`src/rtl/uart_sched_pkg.sv`:
```
// Shared types and constants for the round-robin UART byte scheduler.
// Latency: n/a (declarations only).
// Backpressure: n/a (declarations only).
package uart_sched_pkg;

    localparam int         ID_W            = 3;
    localparam logic [7:0] HEADER_BASE_DEF = 8'hA0;

    // Index of the final byte of a frame: header+LSB+MSB, or LSB+MSB.
    localparam logic [1:0] LAST_IDX_HDR = 2'd2;
    localparam logic [1:0] LAST_IDX_RAW = 2'd1;

    typedef enum logic [2:0] {
        ST_IDLE,
        ST_SEND,
        ST_WAIT_BUSY,
        ST_WAIT_DONE,
        ST_DONE
    } state_t;

    function automatic logic [1:0] last_idx(input bit hdr_en);
        return hdr_en ? LAST_IDX_HDR : LAST_IDX_RAW;
    endfunction

endpackage

```
`src/rtl/uart_tx_sched_arb.sv`:
```
// Round-robin arbiter: first requester at or after ptr (mod NREQ) wins.
// Latency: winner/valid are combinational from req and the ptr register.
// Backpressure: ptr only moves on an advance strobe from the owner.
module rr_arbiter
    import uart_sched_pkg::*;
#(
    parameter int NREQ = 4
) (
    input  logic            clk,
    input  logic            rst_n,
    input  logic [NREQ-1:0] req,
    input  logic            adv,
    input  logic [ID_W-1:0] next_ptr,
    output logic [ID_W-1:0] winner,
    output logic            valid
);

    logic [ID_W-1:0] ptr;
    logic [NREQ-1:0] rot;
    logic [ID_W:0]   sum;

    // Priority pointer: moves only when the owner finishes a frame.
    always_ff @(posedge clk or negedge rst_n) begin
        if (!rst_n) begin
            ptr <= '0;
        end else if (adv) begin
            ptr <= next_ptr;
        end
    end

    // Rotate requests so bit 0 is the ptr position; lowest set bit wins.
    always_comb begin
        rot    = NREQ'({req, req} >> ptr);
        winner = '0;
        valid  = 1'b0;
        sum    = '0;
        for (int k = NREQ - 1; k >= 0; k--) begin
            if (rot[k]) begin
                sum = {1'b0, ptr} + (ID_W + 1)'(k);
                if (sum >= (ID_W + 1)'(NREQ)) begin
                    sum = sum - (ID_W + 1)'(NREQ);
                end
                winner = sum[ID_W-1:0];
                valid  = 1'b1;
            end
        end
    end

endmodule

```
`src/rtl/uart_tx_sched.sv`:
```
// Shares one byte UART transmitter among NREQ word requesters, round-robin.
// Latency: ack and first start 1 cycle after the sampling edge; 2 idle cycles between frames.
// Backpressure: waits for xmit_done high before each frame and between bytes.
module uart_tx_sched
    import uart_sched_pkg::*;
#(
    parameter int         NREQ        = 4,
    parameter bit         HEADER_EN   = 1'b1,
    parameter logic [7:0] HEADER_BASE = HEADER_BASE_DEF
) (
    input  logic               sys_clk,
    input  logic               sys_rst_l,
    input  logic [NREQ-1:0]    req,
    input  logic [16*NREQ-1:0] req_data,
    output logic [NREQ-1:0]    req_ack,
    output logic [NREQ-1:0]    req_done,
    output logic               xmit_start,
    output logic [7:0]         xmit_data,
    input  logic               xmit_done,
    output logic               busy,
    output logic [ID_W-1:0]    cur_id
);

    localparam logic [1:0] LAST = last_idx(HEADER_EN);

    state_t          state;
    logic [15:0]     word_q;
    logic [1:0]      byte_idx;
    logic [ID_W-1:0] winner;
    logic            win_vld;
    logic [ID_W-1:0] next_ptr;
    logic [15:0]     win_word;
    logic            adv;

    // Pointer advances past the owner once its frame has completed.
    assign adv      = (state == ST_DONE);
    assign next_ptr = (cur_id == ID_W'(NREQ - 1)) ? '0 : cur_id + 1'b1;

    rr_arbiter #(.NREQ(NREQ)) u_arb (
        .clk      (sys_clk),
        .rst_n    (sys_rst_l),
        .req      (req),
        .adv      (adv),
        .next_ptr (next_ptr),
        .winner   (winner),
        .valid    (win_vld)
    );

    // Select the winning requester's word with constant slices only.
    always_comb begin
        win_word = '0;
        for (int i = 0; i < NREQ; i++) begin
            if (winner == ID_W'(i)) begin
                win_word = req_data[16*i +: 16];
            end
        end
    end

    // Frame sequencer with all outputs registered.
    always_ff @(posedge sys_clk or negedge sys_rst_l) begin
        if (!sys_rst_l) begin
            state      <= ST_IDLE;
            word_q     <= '0;
            byte_idx   <= '0;
            req_ack    <= '0;
            req_done   <= '0;
            xmit_start <= 1'b0;
            xmit_data  <= '0;
            busy       <= 1'b0;
            cur_id     <= '0;
        end else begin
            case (state)
                ST_IDLE: begin
                    req_done <= '0;
                    if (win_vld && xmit_done) begin
                        word_q     <= win_word;
                        cur_id     <= winner;
                        byte_idx   <= '0;
                        xmit_data  <= HEADER_EN ? (HEADER_BASE | {5'b0, winner}) : win_word[7:0];
                        xmit_start <= 1'b1;
                        req_ack    <= NREQ'(1'b1) << winner;
                        busy       <= 1'b1;
                        state      <= ST_SEND;
                    end
                end
                ST_SEND: begin
                    xmit_start <= 1'b0;
                    req_ack    <= '0;
                    state      <= ST_WAIT_BUSY;
                end
                ST_WAIT_BUSY: begin
                    if (!xmit_done) begin
                        state <= ST_WAIT_DONE;
                    end
                end
                ST_WAIT_DONE: begin
                    if (xmit_done) begin
                        if (byte_idx == LAST) begin
                            req_done <= NREQ'(1'b1) << cur_id;
                            state    <= ST_DONE;
                        end else begin
                            // The byte just before the last is always the LSB.
                            byte_idx   <= byte_idx + 2'd1;
                            xmit_data  <= (byte_idx + 2'd1 == LAST) ? word_q[15:8] : word_q[7:0];
                            xmit_start <= 1'b1;
                            state      <= ST_SEND;
                        end
                    end
                end
                ST_DONE: begin
                    req_done <= '0;
                    busy     <= 1'b0;
                    state    <= ST_IDLE;
                end
                default: begin
                    state <= ST_IDLE;
                end
            endcase
        end
    end

endmodule

```
`config.mk`:
```
export PLATFORM = sky130hd
export DESIGN_NAME = uart_tx_sched
export DESIGN_NICKNAME = d
export VERILOG_FILES = /design/src/rtl/uart_sched_pkg.sv /design/src/rtl/uart_tx_sched_arb.sv /design/src/rtl/uart_tx_sched.sv
export SDC_FILE = /design/constraint.sdc
export NUM_CORES = 1
export LEC_CHECK = 0
export CELL_PAD_IN_SITES_DETAIL_PLACEMENT = 2
export CELL_PAD_IN_SITES_GLOBAL_PLACEMENT = 2
export CORE_ASPECT_RATIO = 0.6
export CORE_UTILIZATION = 28
export DETAILED_ROUTE_END_ITERATION = 6
export HOLD_SLACK_MARGIN = 0.08
export PLACE_DENSITY_LB_ADDON = 0.05
export SLEW_MARGIN = 20
export SYNTH_ARGS = -nofsm -noshare
export SYNTH_HDL_FRONTEND = slang
export SYNTH_HIERARCHICAL = 1
export SYNTH_SLANG_ARGS = --single-unit
```
`constraint.sdc`:
```
create_clock -name sys_clk -period 3.72 [get_ports sys_clk]
set_clock_uncertainty 0.05 [all_clocks]
set_input_delay 0.558 -clock sys_clk [delete_from_list [all_inputs] [get_ports sys_clk]]
set_output_delay 0.558 -clock sys_clk [all_outputs]
set_load 0.02 [all_outputs]
```
==> metrics.csv <==
stage,metric,value,unit
pwr,Int Power,0.001740,W
clocking,Post-CTS Setup Inserts,0,
timing,final hold violations,0,
yosys,Post-synth EDFFs,0,
global_routing,Total Routing Usage GR,0.1793,
clocking,CTS Hold Buffers Added,0,
floorplan,core area,9189,um2
timing,endpoints failing setup,0,
yosys,Synth Cell Area,2655,um2
setup_path,WP data arrival,3.05,ns
setup_path,Slowest cell on crit path,clkdlybuf4s50_1,
finish,n_diodes,0,
clocking,H-tree depth,2,
finish,# nets final,391,
floorplan,Die W,127.7,um
placement,PortBufs,91,
global_routing,largest net degree at the start of global routing,46,
timing,max-slew violation count,0,
pwr,LEAKAGE,1.555,nW
timing,Period minus WS final,2.919,ns
setup_path,CP startpoint,req[0],
drt,Routed WL,8.394,mm
job,Max-Cap Viols,0,
yosys,Synth cell types,48,
timing,fmax,0.3426,GHz
finish,number of fill cells,947,
yosys,async set-reset flop share out of synthesis,1.000,
finish,area of the multi-input gates,1389,um2
setup_path,CP Launch Type,primary input,
setup_path,CP bufs+invs,2,
setup_path,kind of critical path,primary input to register,
run_status,outcome,finished clean,
finish,fin cells,444,
drt,drt pass-1 iters,4,
finish,Sequential cell area,1126,um2
floorplan,cell row count,27,
clocking,clock buffer depth,2,
global_routing,vias in the first global route,2389,
yosys,register bit total from synthesis,45,
pwr,Clk pwr share,0.183,
global_routing,GRT Residual Overflow,0,
drt,vias,2241,
pwr,maximum vdd drop,0.3107,mV
placement,post-detail-place hpwl,6.468,mm
pwr,sequential power share,0.301,
global_routing,initial antenna violation count,0,
finish,area grow syn2layout,45.85,%
drt,DRT iter0 DRCs,123,
floorplan,Starting Density,0.2889,
clocking,CTS buffer count,5,
timing,RSZ-0062 raised after global routing,no,
placement,RePlAce Congestion,0.7890,
pwr,PD cells,726.6,nW/um2
clocking,# resized after CTS,0,
setup_path,"Max FO, Critical Path",16,
clocking,CTS tree,built,
drt,residual DRC count,0,
floorplan,Die Ht,77.43,um
yosys,Post-Synthesis Cells,224,
timing,Slew @ Worst Pin,0.6096,ns
timing,Final Cycle Share,0.7847,
timing,max_slew headroom,0.5936,
clocking,CTS root buf,clkbuf_16,
setup_path,CP peak stage delay,0.48,ns
yosys,Post-synth top flop,dfrtp_1,
drt,Detail Route Antenna Nets,0,
global_routing,first-pass GRT wire length,13.43,mm
clocking,CTS sink cnt,45,
pwr,sw power,0.001074,W
setup_path,worst r2r src,u_arb/ptr[0]$_DFFE_PN0P_,
drt,Via-to-Cell Ratio,5.047,
setup_path,critical path's top delay family,simple AND/OR/NAND/NOR gates,
yosys,sequential share of the synthesized area,0.4241,
drt,routed len/inst,18.91,um
floorplan,I/O pins,92,
yosys,syn avg cell area,11.85,um2
finish,fraction of layout cells with a size suffix above 1,0.1497,
worst_hold_path,Hold Path Class,primary input to asynchronous set/reset pin,
pwr,Comb power frac,0.516,
setup_path,cells along the critical path,"clkdlybuf4s50_1, and2b_2, nor2_1, a22oi_1, a211o_2, or3b_1, or2_1, buf_12, mux2_2",
floorplan,total die area,9889,um2
setup_path,nature of the critical path endpoint,register,
clocking,clock-pin slew on the worst setup and hold paths,0.07,ns
pwr,overall power,0.002814,W
timing,setup_tns,0,ns
yosys,Synth Warn #,6,
yosys,syn nets,302,
placement,Inst Count DP,436,
pwr,switching share of power,0.3816,
clocking,Skew-Pair Late Insertion Delay,0.29,ns
setup_path,required time of the critical path,3.85,ns
final cells by class:
cell class / instances / area share
clock inverter: 3 / 0.01195
tap: 130 / 0.04200
multi-input combinational: 151 / 0.3586
timing repair buffer: 96 / 0.2507
sequential: 45 / 0.2908
inverter: 14 / 0.01357
clock buffer: 5 / 0.03231
layout by cell type (no fill, tap or decap), types with 2 or more instances in the layout:
master / n
mux2_2: 10
a2bb2oi_1: 2
dfrtp_1: 45
nor2_1: 9
nor3_1: 4
mux2i_1: 9
o41ai_2: 2
o21ai_0: 13
a31oi_1: 2
buf_4: 4
clkbuf_16: 5
o22ai_1: 4
nand2_1: 6
nand4b_1: 4
a21oi_1: 7
ha_1: 7
nor2b_1: 5
nand3b_1: 2
clkdlybuf4s50_1: 90
buf_12: 2
mux4_2: 16
o211ai_1: 5
a22o_1: 16
nand3_1: 3
a22oi_1: 2
inv_1: 14
stage by stage:
step / area [um2] / hold WS, ns / worst slack (ns) / utilization
finish: 3872 / 0.2259 / 0.8009 / 0.4214
global route: 3872 / 0.2760 / 0.6353 / 0.4214
CTS: 3870 / 0.4573 / 0.7960 / 0.4212
detailed placement: 3699 / 0.4443 / 0.4858 / 0.4025
global placement: 3699 / 0.4357 / 0.5180 / 0.4025
floorplan: 2655 / 0.2124 / 1.021 / -
per-layer routing:
metal	vias up	routed length (um)	track usage
li1	1031	-	-
met1	1163	4455	0.2783
met2	40	3615	0.2536
met3	7	263	0.03793
met4	0	59	0.03176
met5	-	0	0
power by group through the flow:
stage	sequential (W)	clock [W]	combinational (W)
after CTS	0.000849	0.000532	0.00148
after global routing	0.000880	0.000550	0.00159
after detailed placement	0.000857	0	0.00147
after floorplan	0.000883	0	0.000892
final	0.000847	0.000516	0.00145
after global placement	0.000852	0	0.00146
cells in the mapped netlist (2+ instances only):
library cell  count  share of area
dfrtp_1          45           0.42
a22o_1           16          0.053
mux4_2           16           0.14
inv_1            14          0.020
o21ai_0          14          0.026
mux2_2           10          0.042
mux2i_1           9          0.034
nor2_1            9          0.013
a21oi_1           7          0.013
ha_1              7          0.033
nand2_1           6         0.0085
clkbuf_1          5         0.0071
nor2b_1           5          0.012
o211ai_1          5          0.014
buf_2             4         0.0075
buf_6             4          0.017
nand4b_1          4          0.013
nor3_1            4         0.0075
o22ai_1           4         0.0094
nand3_1           3         0.0057
a22oi_1           2         0.0057
a2bb2oi_1         2         0.0066
a31oi_1           2         0.0047
nand3b_1          2         0.0057
o41ai_2           2          0.012
worst paths after layout:
check	to	slack (ns)	cells after the start
worst max-delay path	cur_id[0]$_DFFE_PN0P_	0.80	9
worst min-delay path	req_ack[3]$_DFFE_PN0P_	0.23	1
worst max register to register	word_q[11]$_DFFE_PN0P_	0.82	8
worst min register to register	word_q[5]$_DFFE_PN0P_	0.45	1
max in group asynchronous	word_q[5]$_DFFE_PN0P_	2.98	1
min in group sys_clk	word_q[5]$_DFFE_PN0P_	0.45	1
logic make-up (layout without fill, tap and decap cells):
| group | after synthesis | count (layout) | synth area share |
|---|---|---|---|
| AOI/OAI and AO/OA | 62 | 62 | 0.1715 |
| adders and majority gates | 7 | 7 | 0.03299 |
| buffers and inverters | 28 | 118 | 0.05419 |
| DFF | 45 | 45 | 0.4241 |
| muxes | 35 | 35 | 0.2121 |
| other | 1 | 1 | 0.001412 |
| and+or+nand+nor | 46 | 46 | 0.1037 |
sequential cells by signal, indices dropped and copies added, names as in the netlist:
signal,cells
req_done,4
busy,1
req_ack,4
state,3
xmit_data,8
u_arb/ptr,3
word_q,16
byte_idx,2
cur_id,3
xmit_start,1
No activity file was read; power rests on OpenSTA's default activity.
